### config.mk
export PLATFORM = sky130hd
export DESIGN_NAME = store_buffer_flat
export DESIGN_NICKNAME = d
export VERILOG_FILES = /design/src/rtl/store_buffer_if.sv /design/src/rtl/store_buffer.sv /design/src/flat_wrapper.sv
export SDC_FILE = /design/constraint.sdc
export NUM_CORES = 1
export LEC_CHECK = 0
export ABC_CLOCK_PERIOD_IN_PS = 3200
export CAP_MARGIN = 20
export CORE_ASPECT_RATIO = 1.25
export CORE_MARGIN = 2
export CORE_UTILIZATION = 48
export DETAILED_ROUTE_END_ITERATION = 8
export PLACE_DENSITY = 0.75
export SLEW_MARGIN = 20
export SYNTH_ARGS = -nofsm -noshare
export SYNTH_HDL_FRONTEND = slang
export SYNTH_SLANG_ARGS = --single-unit
### constraint.sdc
create_clock -name clock -period 3.2 [get_ports clock]
set_input_delay 0.32 -clock clock [delete_from_list [all_inputs] [get_ports clock]]
set_output_delay 0.32 -clock clock [all_outputs]
set_load 0.1 [all_outputs]
### src/rtl/store_buffer_if.sv
// Memory-stage and Dmem signal bundle for store_buffer; the slave modport is the buffer's view.
interface store_buffer_if #(
  parameter int DATA_WIDTH = 32
);
  logic                    storeValid;
  logic                    loadValid;
  logic [31:0]             address;
  logic [DATA_WIDTH-1:0]   storeData;
  logic [DATA_WIDTH/8-1:0] byteEnable;
  logic                    drain;
  logic                    storeComplete;
  logic [DATA_WIDTH-1:0]   loadData;
  logic                    loadDataValid;
  logic                    empty;
  logic                    full;
  logic [31:0]             dmemAddress;
  logic [DATA_WIDTH-1:0]   dmemStoreData;
  logic [DATA_WIDTH/8-1:0] dmemByteEnable;
  logic                    dmemStoreValid;
  logic                    dmemLoadValid;
  logic [DATA_WIDTH-1:0]   dmemLoadData;
  logic                    dmemLoadDataValid;
  logic                    dmemStoreComplete;

  modport slave (
    input  storeValid, loadValid, address, storeData, byteEnable, drain,
           dmemLoadData, dmemLoadDataValid, dmemStoreComplete,
    output storeComplete, loadData, loadDataValid, empty, full,
           dmemAddress, dmemStoreData, dmemByteEnable, dmemStoreValid, dmemLoadValid
  );

  modport master (
    output storeValid, loadValid, address, storeData, byteEnable, drain,
           dmemLoadData, dmemLoadDataValid, dmemStoreComplete,
    input  storeComplete, loadData, loadDataValid, empty, full,
           dmemAddress, dmemStoreData, dmemByteEnable, dmemStoreValid, dmemLoadValid
  );
endinterface

### src/rtl/store_buffer.sv
// Posted-write store buffer between the Memory stage and Dmem, retiring stores in FIFO order.
// Define STORE_BUFFER_FORWARD_EN to forward loads whose lanes are all covered by buffered stores.
module store_buffer #(
  parameter int DEPTH      = 4,
  parameter int DATA_WIDTH = 32
) (
  input logic           clock,
  input logic           reset,
  store_buffer_if.slave bus
);
  localparam int NB  = DATA_WIDTH / 8;
  localparam int LSB = $clog2(NB);
  localparam int AW  = 32 - LSB;
  localparam int PW  = $clog2(DEPTH);

  typedef enum logic [1:0] {L_IDLE, L_CHECK, L_WAIT, L_RESP} lstate_t;
  typedef enum logic {D_IDLE, D_ISSUE} dstate_t;

  lstate_t r_lstate, w_lnext;
  dstate_t r_dstate, w_dnext;

  logic [AW-1:0]         r_addr [DEPTH];
  logic [DATA_WIDTH-1:0] r_data [DEPTH];
  logic [NB-1:0]         r_be   [DEPTH];
  logic [DEPTH-1:0]      r_valid;
  logic [DEPTH-1:0]      r_snap;
  logic [PW-1:0]         r_head;
  logic [PW-1:0]         r_tail;
  logic [PW:0]           r_count;
  logic                  r_full;
  logic                  r_storeComplete;
  logic [AW-1:0]         r_ldAddr;
  logic [DATA_WIDTH-1:0] r_loadData;
  logic [31:0]           r_dmemAddr;
  logic [DATA_WIDTH-1:0] r_dmemData;
  logic [NB-1:0]         r_dmemBe;

  logic                  w_push;
  logic                  w_pop;
  logic                  w_empty;
  logic                  w_ldArrive;
  logic                  w_ldIssue;
  logic                  w_stIssue;
  logic                  w_fwd;
  logic [NB-1:0]         w_hit;
  logic [PW-1:0]         w_idx;
  logic [PW:0]           w_countNext;
  logic [DEPTH-1:0]      w_pushMask;
  logic [DEPTH-1:0]      w_popMask;
`ifdef STORE_BUFFER_FORWARD_EN
  logic [DATA_WIDTH-1:0] w_fwdData;
`endif

  assign w_push     = bus.storeValid && !r_full && !bus.drain && !r_storeComplete;
  assign w_pop      = (r_dstate == D_ISSUE) && bus.dmemStoreComplete;
  assign w_empty    = (r_count == '0) && (r_dstate == D_IDLE);
  assign w_ldArrive = bus.loadValid && !bus.storeValid;

  // Walk entries oldest to youngest so the youngest matching store owns each lane.
  // Only entries present when the load was accepted (r_snap) are considered.
  always_comb begin
    w_hit = '0;
    w_idx = r_head;
`ifdef STORE_BUFFER_FORWARD_EN
    w_fwdData = '0;
`endif
    for (int unsigned i = 0; i < DEPTH; i++) begin
      w_idx = r_head + PW'(i);
      if (r_valid[w_idx] && r_snap[w_idx] && (r_addr[w_idx] == r_ldAddr)) begin
        for (int unsigned b = 0; b < NB; b++) begin
          if (r_be[w_idx][b]) begin
            w_hit[b] = 1'b1;
`ifdef STORE_BUFFER_FORWARD_EN
            w_fwdData[b*8 +: 8] = r_data[w_idx][b*8 +: 8];
`endif
          end
        end
      end
    end
  end

`ifdef STORE_BUFFER_FORWARD_EN
  assign w_fwd = &w_hit;
`else
  assign w_fwd = 1'b0;
`endif

  // A load ready to issue beats a drain, and a newly arriving load also holds off a drain start.
  assign w_ldIssue = (r_lstate == L_CHECK) && (r_dstate == D_IDLE) && !w_fwd &&
                     ((w_hit == '0) || w_empty);
  assign w_stIssue = (r_dstate == D_IDLE) && (r_count != '0) && (r_lstate != L_WAIT) &&
                     !w_ldIssue && !((r_lstate == L_IDLE) && w_ldArrive);

  always_comb begin
    w_countNext = r_count;
    if (w_push && !w_pop)      w_countNext = r_count + 1'b1;
    else if (!w_push && w_pop) w_countNext = r_count - 1'b1;
    w_pushMask = '0;
    w_popMask  = '0;
    if (w_push) w_pushMask[r_tail] = 1'b1;
    if (w_pop)  w_popMask[r_head]  = 1'b1;
  end

  always_ff @(posedge clock) begin
    if (!reset) begin
      r_lstate <= L_IDLE;
      r_dstate <= D_IDLE;
    end else begin
      r_lstate <= w_lnext;
      r_dstate <= w_dnext;
    end
  end

  always_comb begin
    w_lnext = r_lstate;
    case (r_lstate)
      L_IDLE:  if (w_ldArrive) w_lnext = L_CHECK;
      L_CHECK: begin
        if (w_fwd)          w_lnext = L_RESP;
        else if (w_ldIssue) w_lnext = L_WAIT;
      end
      L_WAIT:  if (bus.dmemLoadDataValid) w_lnext = L_RESP;
      L_RESP:  w_lnext = L_IDLE;
      default: w_lnext = L_IDLE;
    endcase
    w_dnext = r_dstate;
    case (r_dstate)
      D_IDLE:  if (w_stIssue) w_dnext = D_ISSUE;
      D_ISSUE: if (bus.dmemStoreComplete) w_dnext = D_IDLE;
      default: w_dnext = D_IDLE;
    endcase
  end

  always_comb begin
    bus.storeComplete  = r_storeComplete;
    bus.loadData       = r_loadData;
    bus.loadDataValid  = (r_lstate == L_RESP);
    bus.empty          = w_empty;
    bus.full           = r_full;
    bus.dmemAddress    = r_dmemAddr;
    bus.dmemStoreData  = r_dmemData;
    bus.dmemByteEnable = r_dmemBe;
    bus.dmemStoreValid = (r_dstate == D_ISSUE);
    bus.dmemLoadValid  = (r_lstate == L_WAIT);
  end

  always_ff @(posedge clock) begin
    if (!reset) begin
      r_head          <= '0;
      r_tail          <= '0;
      r_count         <= '0;
      r_full          <= 1'b0;
      r_valid         <= '0;
      r_snap          <= '0;
      r_storeComplete <= 1'b0;
      r_ldAddr        <= '0;
      r_loadData      <= '0;
      r_dmemAddr      <= '0;
      r_dmemData      <= '0;
      r_dmemBe        <= '0;
    end else begin
      r_storeComplete <= w_push;
      r_count         <= w_countNext;
      r_full          <= (w_countNext == (PW+1)'(DEPTH));
      r_valid         <= (r_valid | w_pushMask) & ~w_popMask;
      r_snap          <= (((r_lstate == L_IDLE) && w_ldArrive) ? r_valid : r_snap) & ~w_popMask;
      if (w_push) r_tail <= r_tail + 1'b1;
      if (w_pop)  r_head <= r_head + 1'b1;
      if ((r_lstate == L_IDLE) && w_ldArrive) r_ldAddr <= bus.address[31:LSB];
      if (w_ldIssue) begin
        r_dmemAddr <= {r_ldAddr, {LSB{1'b0}}};
        r_dmemBe   <= '0;
      end else if (w_stIssue) begin
        r_dmemAddr <= {r_addr[r_head], {LSB{1'b0}}};
        r_dmemData <= r_data[r_head];
        r_dmemBe   <= r_be[r_head];
      end
      if ((r_lstate == L_WAIT) && bus.dmemLoadDataValid) r_loadData <= bus.dmemLoadData;
`ifdef STORE_BUFFER_FORWARD_EN
      else if ((r_lstate == L_CHECK) && w_fwd) r_loadData <= w_fwdData;
`endif
    end
  end

  always_ff @(posedge clock) begin
    if (w_push) begin
      r_addr[r_tail] <= bus.address[31:LSB];
      r_data[r_tail] <= bus.storeData;
      r_be[r_tail]   <= bus.byteEnable;
    end
  end
endmodule

### src/flat_wrapper.sv
// flat-port wrapper written by rule: the top's interface ports become plain ports
module store_buffer_flat 
#(
  parameter int DEPTH      = 4,
  parameter int DATA_WIDTH = 32
)
  (clock, reset, bus_storeValid, bus_loadValid, bus_address, bus_storeData, bus_byteEnable, bus_drain, bus_dmemLoadData, bus_dmemLoadDataValid, bus_dmemStoreComplete, bus_storeComplete, bus_loadData, bus_loadDataValid, bus_empty, bus_full, bus_dmemAddress, bus_dmemStoreData, bus_dmemByteEnable, bus_dmemStoreValid, bus_dmemLoadValid);
  store_buffer_if #(.DATA_WIDTH(DATA_WIDTH)) bus_i ();
  input logic clock;
  input logic reset;
  input wire logic [$bits(bus_i.storeValid)-1:0] bus_storeValid;
  input wire logic [$bits(bus_i.loadValid)-1:0] bus_loadValid;
  input wire logic [$bits(bus_i.address)-1:0] bus_address;
  input wire logic [$bits(bus_i.storeData)-1:0] bus_storeData;
  input wire logic [$bits(bus_i.byteEnable)-1:0] bus_byteEnable;
  input wire logic [$bits(bus_i.drain)-1:0] bus_drain;
  input wire logic [$bits(bus_i.dmemLoadData)-1:0] bus_dmemLoadData;
  input wire logic [$bits(bus_i.dmemLoadDataValid)-1:0] bus_dmemLoadDataValid;
  input wire logic [$bits(bus_i.dmemStoreComplete)-1:0] bus_dmemStoreComplete;
  output wire logic [$bits(bus_i.storeComplete)-1:0] bus_storeComplete;
  output wire logic [$bits(bus_i.loadData)-1:0] bus_loadData;
  output wire logic [$bits(bus_i.loadDataValid)-1:0] bus_loadDataValid;
  output wire logic [$bits(bus_i.empty)-1:0] bus_empty;
  output wire logic [$bits(bus_i.full)-1:0] bus_full;
  output wire logic [$bits(bus_i.dmemAddress)-1:0] bus_dmemAddress;
  output wire logic [$bits(bus_i.dmemStoreData)-1:0] bus_dmemStoreData;
  output wire logic [$bits(bus_i.dmemByteEnable)-1:0] bus_dmemByteEnable;
  output wire logic [$bits(bus_i.dmemStoreValid)-1:0] bus_dmemStoreValid;
  output wire logic [$bits(bus_i.dmemLoadValid)-1:0] bus_dmemLoadValid;
  assign bus_i.storeValid = bus_storeValid;
  assign bus_i.loadValid = bus_loadValid;
  assign bus_i.address = bus_address;
  assign bus_i.storeData = bus_storeData;
  assign bus_i.byteEnable = bus_byteEnable;
  assign bus_i.drain = bus_drain;
  assign bus_i.dmemLoadData = bus_dmemLoadData;
  assign bus_i.dmemLoadDataValid = bus_dmemLoadDataValid;
  assign bus_i.dmemStoreComplete = bus_dmemStoreComplete;
  assign bus_storeComplete = bus_i.storeComplete;
  assign bus_loadData = bus_i.loadData;
  assign bus_loadDataValid = bus_i.loadDataValid;
  assign bus_empty = bus_i.empty;
  assign bus_full = bus_i.full;
  assign bus_dmemAddress = bus_i.dmemAddress;
  assign bus_dmemStoreData = bus_i.dmemStoreData;
  assign bus_dmemByteEnable = bus_i.dmemByteEnable;
  assign bus_dmemStoreValid = bus_i.dmemStoreValid;
  assign bus_dmemLoadValid = bus_i.dmemLoadValid;
  store_buffer #(.DEPTH(DEPTH), .DATA_WIDTH(DATA_WIDTH)) u_core (.clock(clock), .reset(reset), .bus(bus_i));
endmodule
==> qor.txt, run 1 <==
Outcome - complete, but fails checks
Failing checks - setup timing
Relative slew slack - 31.0%
Grt ovf - 0
Die height - 230 um
Area of the multi-input gates - 0.00833 mm^2
Max IR drop VDD - 0.894 mV
CP max FO - 8
Worst Skew - 0.0283 ns
Largest net degree at the start of global routing - 69
Pins Over Slew Limit - 0
DRC - 0
Mapped Cells - 1416
Ys flop type - edfxtp_1
WP data arrival - 4.22 ns
Hold-fix buffers, CTS - 0
Worst endpoint required time - 3.67 ns
DRT Pass-1 Iters - 7
Reg area - 0.0109 mm^2
Io pins - 213
CTS sink count - 414
FF+latch count, synth - 414
Wire length of the first global-routing pass - 80.6 mm
Htree depth - 2
Fin crit period - 3.76 ns
CP peak stage delay - 0.53 ns
Layout area overhead - 29.1%
Core area - 0.0403 mm^2
Routability congestion estimate - 0.918
Initial DRC count - 1039
Min-delay worst type - in2reg
HPWL Detailed - 34.0 mm
Starting Density - 48.8%
Die extent in x - 185 um
CP Launch Type - flip-flop
Slew @ Worst Pin - 1.03 ns
Deepest clock path buffer count - 3
Non-filler cells, final - 2293
RSZ-0062 raised after global routing - yes
Antenna violations before repair - 2
Vias in the first global route - 13700
Row cnt - 82
Clk Latency, worst-skew pair - 0.59 ns
Pwr/cell area - 851 mW/mm^2
Placed Cells - 2183
Leakage - 8.51 nW
Global Route Usage Sum - 25.3%
Ys async rst share - 0%
Filler cells - 2940
Nets - 1833
Yosys warning count - 0
Post-synth EDFFs - 264
Final hold viol count - 0
Endpoints failing setup - 69
Top Family by Delay on Critical Path - compound AO/OA/AOI/OAI gates
WS Path Type - reg2reg
Post-synthesis sequential area ratio - 55.5%
Mean Syn Cell Area - 13.9 um^2
Worst setup margin - -0.555 ns
Vias - 13300
Final cycle utilization of the critical path - 117%
Vias/cell - 5.81
R2R Setup Slk - -0.56 ns
Buf/Inv on CP - 6
Port Buf Inserts - 208
Final Cell Area - 0.0254 mm^2
Maxcap violations - 0
CP Cell Sequence - inv_4 -> ha_4 -> buf_12 -> buf_8 -> buf_8 -> mux4_2 -> xnor2_2 -> nand4_1 -> or3_1 -> o41a_1 -> buf_6 -> a31o_4 -> buf_12 -> nand3_2 -> o21ai_2
CTS buffer count - 43
CTS tree - done
Synth unique cells - 56
Critical-path top delay cell - mux4_2
Clock transition at the registers of the reported paths - 0.06 ns
Wire per inst - 23.6 um
Post-Syn Area - 0.0197 mm^2
Worst hold slack - 0.229 ns
Root buf cell - clkbuf_16
WL final - 54.0 mm
Placed Instance Area - 0.0231 mm^2
F_max - 0.266 GHz
Die footprint - 0.0427 mm^2
Setup crit end kind - flip-flop
Detail Route Antenna Nets - 0
Layout cells sized above 1 - 29.5%
synth_stat cells, types with 12 or more instances:
library cell  count  share of area, %
a21oi_1          77               2.0
edfxtp_1        264                40
a211oi_2         30               1.9
inv_1            12              0.23
nor2_1           23              0.44
nand2_1         183               3.5
mux2i_1          70               3.6
nor4_1           18              0.57
xor2_1           47               2.1
nor3_1           32              0.81
buf_6            16              0.92
nand4_1          17              0.54
ha_1             15              0.95
nand3_2          18              0.92
nand3_1          21              0.53
clkbuf_1         45              0.86
mux4_2          135                15
xnor2_1          80               3.6
dfxtp_1         150                15
buf_2            43               1.1
buf_4            12              0.46
o21ai_2          22              0.98
through the flow:
| stage | setup slack [ns] | utilization, % | power [mW] | TNS (ns) |
|---|---|---|---|---|
| floorplan | -0.0765 | - | 13.1 | -3.59 |
| global placement | -0.505 | 57.3 | 15.3 | -30.82 |
| finish | -0.555 | 63.0 | 21.6 | -35.17 |
| detailed placement | -0.602 | 57.3 | 15.5 | -33.78 |
| global route | -0.618 | 63.0 | 22.4 | -39.97 |
| CTS | -0.495 | 62.3 | 21.4 | -29.57 |
power breakdown:
| part | switching [mW] | internal [mW] | total (mW) | leakage [nW] |
|---|---|---|---|---|
| combinational | 6.09 | 3.51 | 9.61 | 4.17 |
| clock | 2.15 | 3.15 | 5.30 | 0.729 |
| sequential | 0.470 | 6.25 | 6.72 | 3.62 |
| total | 8.72 | 12.9 | 21.6 | 8.51 |
cells by family after synthesis:
| family | synth area share, % |
|---|---|
| simple gates | 8.30 |
| other cells | 0.0190 |
| fa+ha+maj | 0.953 |
| compound gates | 6.57 |
| xor+xnor | 5.65 |
| mux | 19.1 |
| buf+inv | 3.86 |
| flops | 55.5 |
worst reg2reg max path, delay by kind of cell (launching register included):
family | cells | cell delay (ns)
xor gates and xnor gates | 1 | 0.17
DFF | 1 | 0.36
and+or+nand+nor | 3 | 0.67
buffers and inverters | 6 | 0.78
muxes | 1 | 0.54
AOI/OAI and AO/OA | 3 | 0.86
adders and majority gates | 1 | 0.28
final timing paths:
check | from | end | cells past startpoint
setup reg to reg | u_core.r_head[0]$_SDFFE_PN0P_ | u_core.bus.dmemStoreData[30]$_SDFFE_PN0P_ | 15
setup / recovery | u_core.r_head[0]$_SDFFE_PN0P_ | u_core.bus.dmemStoreData[30]$_SDFFE_PN0P_ | 15
hold reg to reg | u_core.bus.loadData[10]$_SDFFE_PN0P_ | u_core.bus.loadData[10]$_SDFFE_PN0P_ | 2
hold / removal | reset | u_core.bus.dmemStoreData[6]$_SDFFE_PN0P_ | 3
layout make-up:
type / instances / share of cell area [%]
antenna: 1 / 0.00984
multi-input combinational: 867 / 32.8
tap: 546 / 2.69
sequential: 414 / 43.0
timing repair buffer: 371 / 15.4
clock inverter: 26 / 1.25
clock buffer: 54 / 4.68
inverter: 14 / 0.226
routing by layer:
metal	track usage, %	routed length (um)
met5	0	0
met2	44.1	27700
met4	11.7	2640
met3	5.02	3890
met1	30.1	19800
repair_timing:
action / 4_1_cts / 5_1_grt
buffers inserted: 15 / 4
gates cloned: 7 / 6
pin swaps: 8 / 32
resized for setup: 35 / 33
setup endpoints to repair: 69 / 69
layout by cell type (no fill, tap or decap), drive strengths merged, types with 2 or more instances in the layout:
cell | synthesis | final
mux4 | 135 | 135
nor4 | 20 | 20
nor3 | 32 | 32
nand4 | 17 | 17
and2 | 7 | 7
nand3 | 39 | 39
buf | 78 | 164
mux2i | 70 | 70
a21oi | 79 | 79
o21ai | 40 | 40
edfxtp | 264 | 264
xnor2 | 80 | 80
a31o | 1 | 2
or4 | 3 | 3
o22ai | 2 | 2
conb | 1 | 2
o2111ai | 4 | 4
a211oi | 39 | 39
nor4b | 3 | 3
xor2 | 47 | 47
nor2 | 23 | 23
bufbuf | 0 | 3
clkbuf | 45 | 59
inv | 13 | 16
clkinvlp | 0 | 4
bufinv | 0 | 6
dfxtp | 150 | 150
clkdlybuf4s50 | 0 | 199
nand2 | 183 | 183
ha | 15 | 15
clkinv | 1 | 14
a41oi | 2 | 2
mux2 | 2 | 2
nand3b | 4 | 4
nor2b | 3 | 3
a21o | 2 | 2
flip-flops by register name (all words and copies together) (netlist names), named ones only:
| signal | cells |
|---|---|
| u_core.bus.dmemByteEnable | 4 |
| u_core.bus.loadData | 32 |
| u_core.r_count | 3 |
| u_core.r_tail | 2 |
| u_core.bus.dmemAddress | 30 |
| u_core.bus.dmemStoreValid | 1 |
| u_core.r_head | 2 |
| u_core.r_data | 128 |
| u_core.r_ldAddr | 30 |
| u_core.bus.storeComplete | 1 |
| u_core.bus.full | 1 |
| u_core.bus.dmemStoreData | 32 |
| u_core.r_be | 16 |
| u_core.r_lstate | 2 |
| u_core.r_valid | 4 |
| u_core.r_addr | 120 |
| u_core.r_snap | 4 |
No activity file was read; power rests on OpenSTA's default activity.
==> run 2: changes to the inputs <==
CORE_MARGIN = 3   (was 2)
==> run 2 against run 1 <==
  * The flow still finishes with violations (setup timing)
  * Maximum frequency is 0.69% lower
  * Via count hardly changed
  * Design area is 1.9% lower
  * Sequential share of layout area is 0.82 points higher
  * Routed wire length is 1.8% lower
  * Clock power is 2% lower
  * Combinational power is 5.7% lower
  * Die area is 2.0% higher
  * First-iteration DRC count is 15% higher
  * Utilization is 1.2 points lower
  * Highest routed layer is now met5
==> qor.txt, run 2 (same netlist as run 1, synthesis figures left out) <==
Outcome - complete, but fails checks
Failing checks - setup timing
Antenna violations before repair - 5
FF-to-FF path depth - 15
Vias - 13300
Worst R2R Start - u_core.r_head[0]$_SDFFE_PN0P_
Hold path depth - 3
Port Buf Inserts - 208
Final hold viol count - 0
Hold Path End - u_core.bus.loadData[20]$_SDFFE_PN0P_
Row cnt - 82
F_max - 0.264 GHz
Slew @ Worst Pin - 1.02 ns
Pre-CTS setup slack - -0.664 ns
Setup crit end kind - flip-flop
Number of flip-flops in the largest register - 128
Switching part of the total - 40.2%
Most flops, register - u_core.r_data
Detail Route Antenna Nets - 0
Layout cells sized above 1 - 28.2%
Layout area overhead - 26.7%
Htree depth - 2
DRT Pass-1 Iters - 5
Vias/cell - 5.86
Worst R2R End - u_core.r_lstate[1]$_SDFFE_PN0P_
Most frequent cells in the layout - edfxtp_1, clkdlybuf4s50_1, nand2_1, dfxtp_1, mux4_2
Grt ovf - 0
Relative slew slack - 31.7%
Maxcap violations - 0
Worst Skew - 0.0128 ns
Root buf cell - clkbuf_16
CP Cell Sequence - inv_4 -> ha_4 -> buf_8 -> buf_6 -> mux4_2 -> xor2_2 -> nor4_2 -> buf_4 -> nand4_1 -> o41a_1 -> buf_6 -> a21o_4 -> buf_6 -> o221ai_4 -> mux2i_1
Routability congestion estimate - 0.962
Pins Over Slew Limit - 0
Critical-path top delay cell - o41a_1
Min-delay worst type - in2reg
Max IR drop VDD - 0.935 mV
Die extent in x - 187 um
Largest regs - u_core.r_data (128), u_core.r_addr (120)
CTS buffer count - 42
Psw - 8.42 mW
CP peak stage delay - 0.53 ns
Die footprint - 0.0435 mm^2
Clock power share - 24.7%
Endpoints failing setup - 69
Nets - 1814
R2R Setup Slk - -0.58 ns
Internal - 12.5 mW
Starting Density - 48.8%
WP data arrival - 4.28 ns
CTS tree - done
CP max FO - 6
Deepest clock path buffer count - 3
Die height - 232 um
HPWL Detailed - 34.6 mm
Hold-fix buffers, CTS - 0
Fin util - 61.9%
CTS sink count - 414
RSZ-0062 raised after global routing - yes
Commonest non-fill, non-tap cell in the layout - edfxtp_1
Combinational power share - 43.3%
Sequential share of power - 32.0%
Worst endpoint required time - 3.70 ns
Wire length of the first global-routing pass - 79.4 mm
WS Path Type - reg2reg
Largest net degree at the start of global routing - 72
Tot Pwr - 20.9 mW
Pwr/cell area - 840 mW/mm^2
Io pins - 213
Final cycle utilization of the critical path - 118%
Core area - 0.0403 mm^2
Most frequent CP cell - buf_6
Fin crit period - 3.78 ns
Vias in the first global route - 13500
Initial DRC count - 1199
Clk Latency, worst-skew pair - 0.58 ns
Worst setup margin - -0.581 ns
HP Start - bus_dmemLoadData[20]
Wire per inst - 23.3 um
DRC - 0
Leakage - 8.30 nW
Global Route Usage Sum - 23.8%
Clock transition at the registers of the reported paths - 0.06 ns
Worst hold slack - 0.290 ns
WL final - 53.0 mm
CP Launch Type - flip-flop
[run 2: changes by cell type in the layout (fill, tap and decap cells not counted), moves of 5 or more]
cell / change
nor3_1: -6
nor3_2: +5
nand3_1: +8
clkbuf_1: +5
buf_4: -6
nand3_2: -8
buf_12: -7
buf_6: +6
clkbuf_16: -5
[run 2: repair_timing]
item | in CTS | in global routing
setup endpoints to repair | 69 | 69
resized for setup | 28 | 24
gates cloned | 1 | 3
pin swaps | 9 | 9
buffers inserted | 11 | 3
[run 2: worst max-delay path, delay by kind of cell, from the launching register on]
| family | cells | cell delay [ns] |
|---|---|---|
| AOI/OAI and AO/OA | 3 | 0.88 |
| xor gates and xnor gates | 1 | 0.17 |
| adders and majority gates | 1 | 0.35 |
| buffers and inverters | 6 | 0.80 |
| DFF | 1 | 0.36 |
| muxes | 2 | 0.75 |
| and+or+nand+nor | 2 | 0.38 |
[run 2: area by class of cell]
type,instances,area (um^2)
clock buffer,56,1130
tap,546,683
fill,2974,15400
timing repair buffer,354,3530
multi-input combinational,866,8280
clock inverter,22,312
sequential,414,10900
inverter,14,57.6
antenna,2,5.00
[run 2: through the flow]
stage	TNS, ns	cells	area [um^2]
floorplan	-3.59	1417	19800
global placement	-37.54	2176	23000
detailed placement	-39.86	2176	23000
CTS	-31.49	2266	24700
global route	-40.98	2273	24900
finish	-35.50	2274	24900
[run 2: power by group through the flow]
| stage | Clock [mW] | Combinational [mW] | Sequential, mW |
|---|---|---|---|
| 3_5_place_dp | 0 | 8.59 | 6.80 |
| 4_1_cts | 5.25 | 8.84 | 6.70 |
| 5_1_grt | 5.48 | 9.46 | 6.77 |
| 2_1_floorplan | 0 | 3.75 | 9.38 |
| 3_3_place_gp | 0 | 8.49 | 6.79 |
| 6_report | 5.17 | 9.06 | 6.71 |
[run 2: worst max-delay path by stage]
stage	end	from	slack [ns]	cells after the start
2_1_floorplan	u_core.bus.dmemStoreData[0]$_SDFFE_PN0P_	u_core.r_head[0]$_SDFFE_PN0P_	-0.08	15
3_3_place_gp	u_core.bus.dmemAddress[15]$_SDFFE_PN0P_	u_core.r_head[0]$_SDFFE_PN0P_	-0.59	12
3_5_place_dp	u_core.bus.dmemAddress[9]$_SDFFE_PN0P_	u_core.r_head[0]$_SDFFE_PN0P_	-0.66	12
4_1_cts	u_core.bus.dmemStoreData[0]$_SDFFE_PN0P_	u_core.r_head[0]$_SDFFE_PN0P_	-0.49	15
5_1_grt	u_core.r_lstate[1]$_SDFFE_PN0P_	u_core.r_head[0]$_SDFFE_PN0P_	-0.67	15
6_report	u_core.r_lstate[1]$_SDFFE_PN0P_	u_core.r_head[0]$_SDFFE_PN0P_	-0.58	15
[run 2: layer usage]
| layer | GRT usage, % | share of wire [%] | vias to the layer above |
|---|---|---|---|
| li1 | - | - | 5893 |
| met1 | 28.8 | 36 | 6674 |
| met2 | 41.2 | 52 | 622 |
| met3 | 4.85 | 7.8 | 124 |
| met4 | 11.3 | 4.4 | 6 |
| met5 | 0 | 0.075 | - |
